<file path="src/rtl/seq_adder_pkg.sv">
// Shared definitions for the sequential chunked adder.
//   state_e      : controller states (idle, slice-add run, result hold)
//   clog2_min1   : index width helper, never returns less than 1
//   params_ok    : legality check on operand/slice widths, used at elaboration
package seq_adder_pkg;

  typedef enum logic [1:0] {
    StIdle = 2'd0,
    StRun  = 2'd1,
    StDone = 2'd2
  } state_e;

  function automatic int unsigned clog2_min1(input int unsigned n);
    int unsigned w;
    w = $clog2(n);
    return (w < 1) ? 1 : w;
  endfunction

  function automatic bit params_ok(input int unsigned width_a, input int unsigned width_b,
                                   input int unsigned chunk);
    return (chunk != 0) && (width_a % chunk == 0) && (width_b <= width_a) && (width_b != 0);
  endfunction

endpackage

</file>
<file path="src/rtl/ripple_slice_adder.sv">
// CHUNK-bit unsigned ripple-carry adder slice.
//   a, b : slice operands
//   cin  : carry in
//   s    : slice sum
//   cout : carry out of the top bit
module ripple_slice_adder #(
  parameter int unsigned CHUNK = 16
) (
  input  logic [CHUNK-1:0] a,
  input  logic [CHUNK-1:0] b,
  input  logic             cin,
  output logic [CHUNK-1:0] s,
  output logic             cout
);

  logic [CHUNK:0] c;

  always_comb begin
    c    = '0;
    s    = '0;
    c[0] = cin;
    for (int i = 0; i < CHUNK; i++) begin
      s[i]   = a[i] ^ b[i] ^ c[i];
      c[i+1] = (a[i] & b[i]) | (c[i] & (a[i] ^ b[i]));
    end
    cout = c[CHUNK];
  end

endmodule

</file>
<file path="src/rtl/seq_chunk_adder.sv">
// Multi-cycle adder: sum = a + zero-extended b, one CHUNK-bit slice per clock with the
// carry held in a register between slices. Result valid WIDTH_A/CHUNK cycles after accept.
//   clk, rst_n          : clock, synchronous active-low reset
//   in_valid / in_ready : operand handshake (accepted only in idle)
//   a, b                : operands, b zero-extended to WIDTH_A
//   sub                 : (SEQ_ADDER_SUB_EN only) compute a - b; sum MSB is no-borrow
//   out_valid/out_ready : result handshake, sum held stable until consumed
//   sum                 : WIDTH_A+1 bit result, MSB is carry-out
//   busy                : operation in progress or result pending
// Optional feature macro: SEQ_ADDER_SUB_EN.
module seq_chunk_adder
  import seq_adder_pkg::*;
#(
  parameter int unsigned WIDTH_A = 64,
  parameter int unsigned WIDTH_B = 5,
  parameter int unsigned CHUNK   = 16
) (
  input  logic               clk,
  input  logic               rst_n,
`ifdef SEQ_ADDER_SUB_EN
  input  logic               sub,
`endif
  input  logic               in_valid,
  output logic               in_ready,
  input  logic [WIDTH_A-1:0] a,
  input  logic [WIDTH_B-1:0] b,
  output logic               out_valid,
  input  logic               out_ready,
  output logic [WIDTH_A:0]   sum,
  output logic               busy
);

  localparam int unsigned NCHUNK = WIDTH_A / CHUNK;
  localparam int unsigned IDX_W  = clog2_min1(NCHUNK);
  localparam logic [IDX_W-1:0] LAST_IDX = IDX_W'(NCHUNK - 1);

  if (!params_ok(WIDTH_A, WIDTH_B, CHUNK)) begin : g_bad_params
    $error("seq_chunk_adder: WIDTH_A must be a multiple of CHUNK and WIDTH_B <= WIDTH_A");
  end

  state_e             state_q;
  logic [WIDTH_A-1:0] a_q;
  logic [WIDTH_A-1:0] b_ext_q;
  logic [WIDTH_A:0]   sum_q;
  logic               carry_q;
  logic [IDX_W-1:0]   idx_q;
  logic               in_ready_q;
  logic               out_valid_q;
  logic               busy_q;

  logic [WIDTH_A-1:0] b_ext;
  logic               init_carry;
  int unsigned        base;
  logic [CHUNK-1:0]   a_slice;
  logic [CHUNK-1:0]   b_slice;
  logic [CHUNK-1:0]   s_slice;
  logic               c_out;

  always_comb begin
    b_ext      = WIDTH_A'(b);
    init_carry = 1'b0;
`ifdef SEQ_ADDER_SUB_EN
    // Two's complement subtract: invert the extended operand and inject a carry of one.
    if (sub) begin
      b_ext      = ~WIDTH_A'(b);
      init_carry = 1'b1;
    end
`endif
  end

  assign base    = int'(idx_q) * CHUNK;
  assign a_slice = a_q[base +: CHUNK];
  assign b_slice = b_ext_q[base +: CHUNK];

  ripple_slice_adder #(
    .CHUNK(CHUNK)
  ) u_slice (
    .a   (a_slice),
    .b   (b_slice),
    .cin (carry_q),
    .s   (s_slice),
    .cout(c_out)
  );

  always_ff @(posedge clk) begin
    if (!rst_n) begin
      state_q     <= StIdle;
      a_q         <= '0;
      b_ext_q     <= '0;
      sum_q       <= '0;
      carry_q     <= 1'b0;
      idx_q       <= '0;
      in_ready_q  <= 1'b1;
      out_valid_q <= 1'b0;
      busy_q      <= 1'b0;
    end else begin
      unique case (state_q)
        StIdle: begin
          if (in_valid) begin
            a_q        <= a;
            b_ext_q    <= b_ext;
            carry_q    <= init_carry;
            idx_q      <= '0;
            state_q    <= StRun;
            in_ready_q <= 1'b0;
            busy_q     <= 1'b1;
          end
        end
        StRun: begin
          sum_q[base +: CHUNK] <= s_slice;
          carry_q              <= c_out;
          if (idx_q == LAST_IDX) begin
            sum_q[WIDTH_A] <= c_out;
            idx_q          <= '0;
            state_q        <= StDone;
            out_valid_q    <= 1'b1;
          end else begin
            idx_q <= idx_q + 1'b1;
          end
        end
        StDone: begin
          if (out_ready) begin
            state_q     <= StIdle;
            out_valid_q <= 1'b0;
            busy_q      <= 1'b0;
            in_ready_q  <= 1'b1;
          end
        end
        default: begin
          state_q     <= StIdle;
          in_ready_q  <= 1'b1;
          out_valid_q <= 1'b0;
          busy_q      <= 1'b0;
        end
      endcase
    end
  end

  assign sum       = sum_q;
  assign in_ready  = in_ready_q;
  assign out_valid = out_valid_q;
  assign busy      = busy_q;

endmodule

</file>
<file path="config.mk">
export PLATFORM = sky130hd
export DESIGN_NAME = seq_chunk_adder
export DESIGN_NICKNAME = d
export VERILOG_FILES = /design/src/rtl/seq_adder_pkg.sv /design/src/rtl/ripple_slice_adder.sv /design/src/rtl/seq_chunk_adder.sv
export SDC_FILE = /design/constraint.sdc
export NUM_CORES = 1
export LEC_CHECK = 0
export ABC_AREA = 1
export BUFFER_PORTS_ARGS = -buffer_cell sky130_fd_sc_hd__buf_2
export CAP_MARGIN = 0
export CORE_MARGIN = 3
export CORE_UTILIZATION = 55
export CTS_BUF_LIST = sky130_fd_sc_hd__clkbuf_16
export CTS_CLUSTER_DIAMETER = 40
export DETAILED_ROUTE_END_ITERATION = 7
export PLACE_DENSITY = 0.86
export SETUP_SLACK_MARGIN = 0.4
export SYNTH_ARGS = -nofsm -noshare
export SYNTH_HDL_FRONTEND = slang
export SYNTH_HIERARCHICAL = 1
export SYNTH_SLANG_ARGS = --single-unit
</file>
<file path="constraint.sdc">
create_clock -name clk -period 17.95 [get_ports clk]
set_input_delay 2.6925 -clock clk [delete_from_list [all_inputs] [get_ports clk]]
set_output_delay 2.6925 -clock clk [all_outputs]
set_load 0.02 [all_outputs]
</file>
==> results of run 1 <==
per-stage QoR:
step	instance area, µm²	setup WS, ns
floorplan	6200	10.36
global placement	6840	9.75
detailed placement	6840	9.60
CTS	7400	9.56
global route	7400	8.96
finish	7400	9.46
tightest hold or removal path, delay by kind of cell (launching register included):
family	cells	cell delay [ns]
flip-flops	1	0.31
buffers and inverters	1	0.05
AO/OA/AOI/OAI	1	0.05
registers in the layout (all words and copies together), names as in the netlist:
| name | flops |
|---|---|
| sum | 65 |
| a_q | 64 |
| b_ext_q | 5 |
| idx_q | 2 |
| state_q | 2 |
| busy | 1 |
| carry_q | 1 |
| in_ready | 1 |
| out_valid | 1 |
worst min path at each step:
stage                     startpoint  slack, ns  cells past startpoint         to
after floorplan              a_q[16]       0.45                      2    a_q[16]
after global placement     out_valid       0.43                      2  out_valid
after detailed placement   out_valid       0.44                      2  out_valid
after CTS                  out_valid       0.44                      2  out_valid
after global routing       out_valid       0.47                      2  out_valid
final                      out_valid       0.44                      2  out_valid
cell type report:
cell class | instances | share of cell area
clock buffer | 17 | 0.0575
multi-input combinational | 613 | 0.406
tap | 140 | 0.0237
sequential | 142 | 0.384
inverter | 24 | 0.0122
clock inverter | 15 | 0.0178
timing repair buffer | 144 | 0.0987
cell families after synthesis:
kind of cell    count (synthesis)
simple gates                  364
compound gates                215
flops                         142
buf+inv                        83
fa+ha+maj                      23
other cells                     1
synthesized netlist by cell type (2+ instances only):
cell	count
sky130_fd_sc_hd__buf_2	22
sky130_fd_sc_hd__nor2_4	3
sky130_fd_sc_hd__clkinv_1	2
sky130_fd_sc_hd__a21oi_1	71
sky130_fd_sc_hd__nor2_1	222
sky130_fd_sc_hd__nand2_1	105
sky130_fd_sc_hd__o21ai_1	3
sky130_fd_sc_hd__inv_2	5
sky130_fd_sc_hd__inv_1	17
sky130_fd_sc_hd__o21ai_0	124
sky130_fd_sc_hd__clkbuf_1	34
sky130_fd_sc_hd__ha_1	7
sky130_fd_sc_hd__dfxtp_1	142
sky130_fd_sc_hd__nand2_2	3
sky130_fd_sc_hd__nand3_1	26
sky130_fd_sc_hd__o22ai_1	16
sky130_fd_sc_hd__fa_1	16
routing by layer:
layer	vias up	share of wire
met4	0	0.032
met3	42	0.074
met1	2655	0.43
li1	2906	-
met5	-	0
met2	239	0.46
power breakdown:
part,switching [µW],internal (µW)
clock,147,181
sequential,11.6,335
combinational,87.1,44.3
total,246,560
placed cells by master, fill, tap and decap left out, types with 16 or more instances in the layout:
cell type	n
sky130_fd_sc_hd__a21oi_1	71
sky130_fd_sc_hd__o22ai_1	16
sky130_fd_sc_hd__nor2_1	222
sky130_fd_sc_hd__nand3_1	26
sky130_fd_sc_hd__buf_2	140
sky130_fd_sc_hd__fa_1	16
sky130_fd_sc_hd__inv_1	17
sky130_fd_sc_hd__o21ai_0	124
sky130_fd_sc_hd__nand2_1	105
sky130_fd_sc_hd__clkbuf_16	17
sky130_fd_sc_hd__dfxtp_1	142
==> impl_metrics.toml, run 1 <==
[final_layout]
nFillCells = 880
fin_util = 0.680
multiInputGateArea_um2 = 3000
syn2layout_area_growth_pct = 20.1
drive_gt1_frac = 0.199
regArea_um2 = 2840
final-instance-count-excl-fill = 1095
layout.nets = 1038
n_antenna_cell = 0

[synth]
yosys.cell_types.count = 27
netlist_instances = 828
dominant_combinational_cell_family_by_area_after_synthesis = "simple AND/OR/NAND/NOR gates"
synth-main-ff-cell = "sky130_fd_sc_hd__dfxtp_1"
ys_warn_count = 6
parity_gate_share_of_the_synthesized_area_counting_xor_and_xnor_cells = 0
yosys.area_share.simple = 0.236
yosys-top-cells-area = "sky130_fd_sc_hd__dfxtp_1 46%, sky130_fd_sc_hd__nor2_1 14%, sky130_fd_sc_hd__o21ai_0 10%, sky130_fd_sc_hd__nand2_1 6.4%, sky130_fd_sc_hd__a21oi_1 5.8%"
synth_area_um2 = 6160
syn_avg_cell_area_um2 = 7.44
synth.yosys.seq_area_share = 0.462
synthesized_area_fraction_occupied_by_ao_oa_aoi_and_oai_cells = 0.178
synth.ff_latch_count = 142
synth.area.mux_share = 0
synth_top_area_cell = "sky130_fd_sc_hd__dfxtp_1"
synth_edf_count = 0
synth_fa_ha_area_frac = 0.0662
synth_top_cell_area_share = 0.462
ys_async_sr_fraction = 0

[global_routing]
track_usage = 0.247
gr-total-overflow = 0
grt_pass1_wl_um = 25200
maximum_number_of_pins_on_one_net_before_global_route_repair = 100
grt_pass1_vias = 5273
grt_most_used_layer = "met2"
antenna_found_initial = 0
use_met2 = 0.389
use_met1 = 0.329
grt_use_met3 = 0.0462

[clock_network]
tritoncts_num_sinks = 142
clock-root-buffer = "sky130_fd_sc_hd__clkbuf_16"
clock_tree_from_tritoncts = "built"
htree_num_levels = 4
cts_buffers = 17
cts_hold_repair.buffers = 0
postCtsSetupBuffers = 0
clkTransAtPathRegs_ns = 0.06
ctsLongestPathBuffers = 2
clock_insertion_delay_worst_skew_ns = 0.42
post_cts.resized_instances = 0

[critical_path]
timing.critical_path.buf_inv = 6
path_depth = 28
r2r_setup_slack_ns = 9.46
timing.critical_path.from = "idx_q[0]"
crit-reg2reg-capture = "sum[31]"
timing.critical_path.slowest_stage_cell = "sky130_fd_sc_hd__inv_2"
worstSetupEndpointType = "register"
end_point_of_the_critical_path = "sum[31]"
timing.setup.critical_path_class = "reg2reg"
type_of_element_launching_the_critical_path = "register"
cp.required_ns = 18.30
worst_ep_arrival_time_ns = 8.84
critical-path-max-stage-delay_ns = 0.46
r2r_cells = 28
cp_top_family = "adder cells"
crit_fanout = 59
regToRegStartpoint = "idx_q[0]"
cpMostUsedCell = "sky130_fd_sc_hd__fa_1"

[sta]
whs_ns = 0.441
timing.final.max_slew_violations = 0
finalHoldViolCount = 0
fin_tns_setup_ns = 0
rsz0062_at_grt = "false"
layout_min_cycle_time_ns = 8.49
finalSetupViolations = 0
fmaxAchievable_ghz = 0.118
timing_worst_slew_pin_value_ns = 1.15
clock-skew-final_ns = 0.00833
period_share = 0.473
worst_slew_margin = 0.234

[power]
cellLeakagePower_uw = 0.00321
power-per-cell-area_nw_per_um2 = 109
total_power_uw = 806
vdd_ir_drop_max_v = 0.0000612

[floorplan]
die_footprint_um2 = 12500
initial_utilization = 0.566
die_y_um = 112
fp.dieW_um = 112
core_area_um2 = 10900
ios = 141
rows = 38

[place]
place.gp.congestion = 0.892
detailedPlacementHpwl_um = 10800
dp_cells = 1063
placement.io_buffers = 140

[route]
drt_first_iter_violations = 477
dr.pass1.iters = 6
routedWlPerCell_um = 14.4
avgViaCountPerCell = 5.34
finalWirelength_um = 15700
drtAntennaViolNets = 0
via_count = 5842
detail_route.drc_violations = 0

[flow_run]
cap_viol_max_count = 0

[min_path]
min-delay-path-class = "reg2reg"

[status]
run_status = "finished clean"
No activity file was read; power rests on OpenSTA's default activity.
==> inputs of run 2 (changes only) <==
--- a/config.mk
+++ b/config.mk
@@ -9,11 +9,11 @@
 export BUFFER_PORTS_ARGS = -buffer_cell sky130_fd_sc_hd__buf_2
 export CAP_MARGIN = 0
 export CORE_MARGIN = 3
-export CORE_UTILIZATION = 55
+export CORE_UTILIZATION = 54
 export CTS_BUF_LIST = sky130_fd_sc_hd__clkbuf_16
 export CTS_CLUSTER_DIAMETER = 40
 export DETAILED_ROUTE_END_ITERATION = 7
-export PLACE_DENSITY = 0.86
+export PLACE_DENSITY = 0.85
 export SETUP_SLACK_MARGIN = 0.4
 export SYNTH_ARGS = -nofsm -noshare
 export SYNTH_HDL_FRONTEND = slang
==> constraint.sdc (replaced) <==
create_clock -name clk -period 8.44 [get_ports clk]
set_input_delay 1.266 -clock clk [delete_from_list [all_inputs] [get_ports clk]]
set_output_delay 1.266 -clock clk [all_outputs]
set_load 0.02 [all_outputs]
==> run 2 against run 1 <==
Effect of this change: sequential power up 110%; global-route usage decreased by 0.70 points; die area increased by 1.8%; sequential cell count unchanged; combinational power up 110%; largest power group unchanged; first-iteration DRC count grew 2.7%; routed wire length down 1.0%; via count is 0.24% lower; cell area rose by 0.34%; core utilization is 0.36 points lower; register-to-register slack worse by 8.8 ns.
==> impl_metrics.toml, run 2 (same netlist as run 1, synthesis figures left out) <==
[critical_path]
cp_top_family = "adder cells"
r2r_cells = 27
timing.setup.critical_path_class = "reg2reg"
type_of_element_launching_the_critical_path = "register"
regToRegStartpoint = "idx_q[0]"
crit-reg2reg-capture = "sum[31]"
critical-path-max-stage-delay_ns = 0.42
worstSetupEndpointType = "register"
worst_ep_arrival_time_ns = 8.08
cpMostUsedCell = "sky130_fd_sc_hd__fa_1"
cp.required_ns = 8.78
r2r_setup_slack_ns = 0.71
crit_fanout = 22
timing.critical_path.slowest_stage_cell = "sky130_fd_sc_hd__fa_1"
timing.critical_path.buf_inv = 5

[sta]
clock-skew-final_ns = 0.00858
period_share = 0.916
finalHoldViolCount = 0
worst_slew_margin = 0.311
whs_ns = 0.440
finalSetupViolations = 0
fin_tns_setup_ns = 0
fmaxAchievable_ghz = 0.129
timing.final.max_slew_violations = 0
layout_min_cycle_time_ns = 7.73
timing_worst_slew_pin_value_ns = 1.03
rsz0062_at_grt = "false"

[floorplan]
ios = 141
die_footprint_um2 = 12700
initial_utilization = 0.561
core_area_um2 = 11000
fp.dieW_um = 113
rows = 38
die_y_um = 113

[global_routing]
gr-total-overflow = 0
maximum_number_of_pins_on_one_net_before_global_route_repair = 100
track_usage = 0.240
grt_pass1_wl_um = 24800
antenna_found_initial = 0
grt_pass1_vias = 5292

[clock_network]
ctsLongestPathBuffers = 2
clock_tree_from_tritoncts = "built"
clock-root-buffer = "sky130_fd_sc_hd__clkbuf_16"
tritoncts_num_sinks = 142
clkTransAtPathRegs_ns = 0.06
clock_insertion_delay_worst_skew_ns = 0.42
cts_buffers = 17
htree_num_levels = 4

[route]
detail_route.drc_violations = 0
dr.pass1.iters = 5
via_count = 5828
drtAntennaViolNets = 0
routedWlPerCell_um = 14.2
drt_first_iter_violations = 490
avgViaCountPerCell = 5.30
finalWirelength_um = 15600

[power]
cellLeakagePower_uw = 0.00322
power.sequential.fraction = 0.433
share_clk_of_total_power = 0.403
power-per-cell-area_nw_per_um2 = 229
power_frac_comb = 0.165
power_switching_share = 0.289
vdd_ir_drop_max_v = 0.000114
p_int_uw = 1210
p_switching_uw = 492

[min_path]
timing.hold.worst_path_depth = 2
hold_start = "out_valid"
min-delay-path-class = "reg2reg"
timing.hold.worst_endpoint = "out_valid"

[place]
placement.io_buffers = 140
place.gp.congestion = 0.825
detailedPlacementHpwl_um = 11000
dp_cells = 1067

[final_layout]
fin_util = 0.676
largest_register_ff_count = 65
layout_commonest_cell = "sky130_fd_sc_hd__nor2_1"
layout.nets = 1042
syn2layout_area_growth_pct = 20.5
final-instance-count-excl-fill = 1099
commonest_cells_after_routing_fill_and_taps_aside = "221 x sky130_fd_sc_hd__nor2_1, 141 x sky130_fd_sc_hd__dfxtp_1, 140 x sky130_fd_sc_hd__buf_2, 123 x sky130_fd_sc_hd__o21ai_0, 105 x sky130_fd_sc_hd__nand2_1"
n_antenna_cell = 0
drive_gt1_frac = 0.201

[status]
run_status = "finished clean"

[flow_run]
cap_viol_max_count = 0
==> run 2: cell types whose count changed in the layout (fill, tap and decap cells not counted), sizes merged <==
cell,change
clkinv,+3
buf,+4
inv,-4
bufinv,+1
==> run 2: metrics by stage <==
step | cell area [µm²] | power, µW | setup slack, ns
floorplan | 6200 | 940 | 0.848
global placement | 6870 | 1020 | 0.879
detailed placement | 6870 | 1020 | 0.682
CTS | 7420 | 1700 | 0.647
global route | 7420 | 1770 | 0.407
finish | 7420 | 1700 | 0.706
==> run 2: worst reg2reg max path, delay by kind of cell, from the launching register on <==
family	cells	cell delay (ns)
AOI/OAI and AO/OA	3	0.42
adders and majority gates	16	6.14
buffers and inverters	5	0.51
DFF	1	0.33
and+or+nand+nor	3	0.28
==> run 2: metal layers <==
layer,global-route usage,wire [µm],share of wire
met5,0,0,0
met4,0.0938,425,0.027
met3,0.0444,1260,0.081
met2,0.388,7190,0.46
met1,0.320,6690,0.43
==> run 2: what timing repair did <==
item / in CTS / in global routing
resized for setup: 0 / 4
setup endpoints to repair: 0 / 3
hold buffers: 0 / 0
setup buffers: 0 / 0
==> run 2: worst max-delay path by stage <==
stage / endpoint / cells past startpoint / from
after floorplan: sum[31] / 30 / idx_q[0]
after global placement: sum[31] / 27 / idx_q[0]
after detailed placement: sum[31] / 27 / idx_q[0]
after CTS: sum[31] / 27 / idx_q[0]
after global routing: sum[47] / 27 / idx_q[0]
final: sum[31] / 27 / idx_q[0]
==> run 2: area by class of cell <==
cell class	count	area [µm²]
Clock buffer	17	425
Clock inverter	15	120
Fill cell	940	3560
Inverter	24	90.1
Multi-Input combinational cell	613	3010
Sequential cell	142	2840
Tap cell	140	175
Timing Repair Buffer	148	761
==> run 2: power groups by stage <==
stage | Sequential [µW] | Clock [µW] | Combinational (µW)
CTS | 736 | 691 | 277
detailed placement | 750 | 0 | 275
global route | 740 | 718 | 314
floorplan | 757 | 0 | 183
finish | 737 | 685 | 280
global placement | 750 | 0 | 267
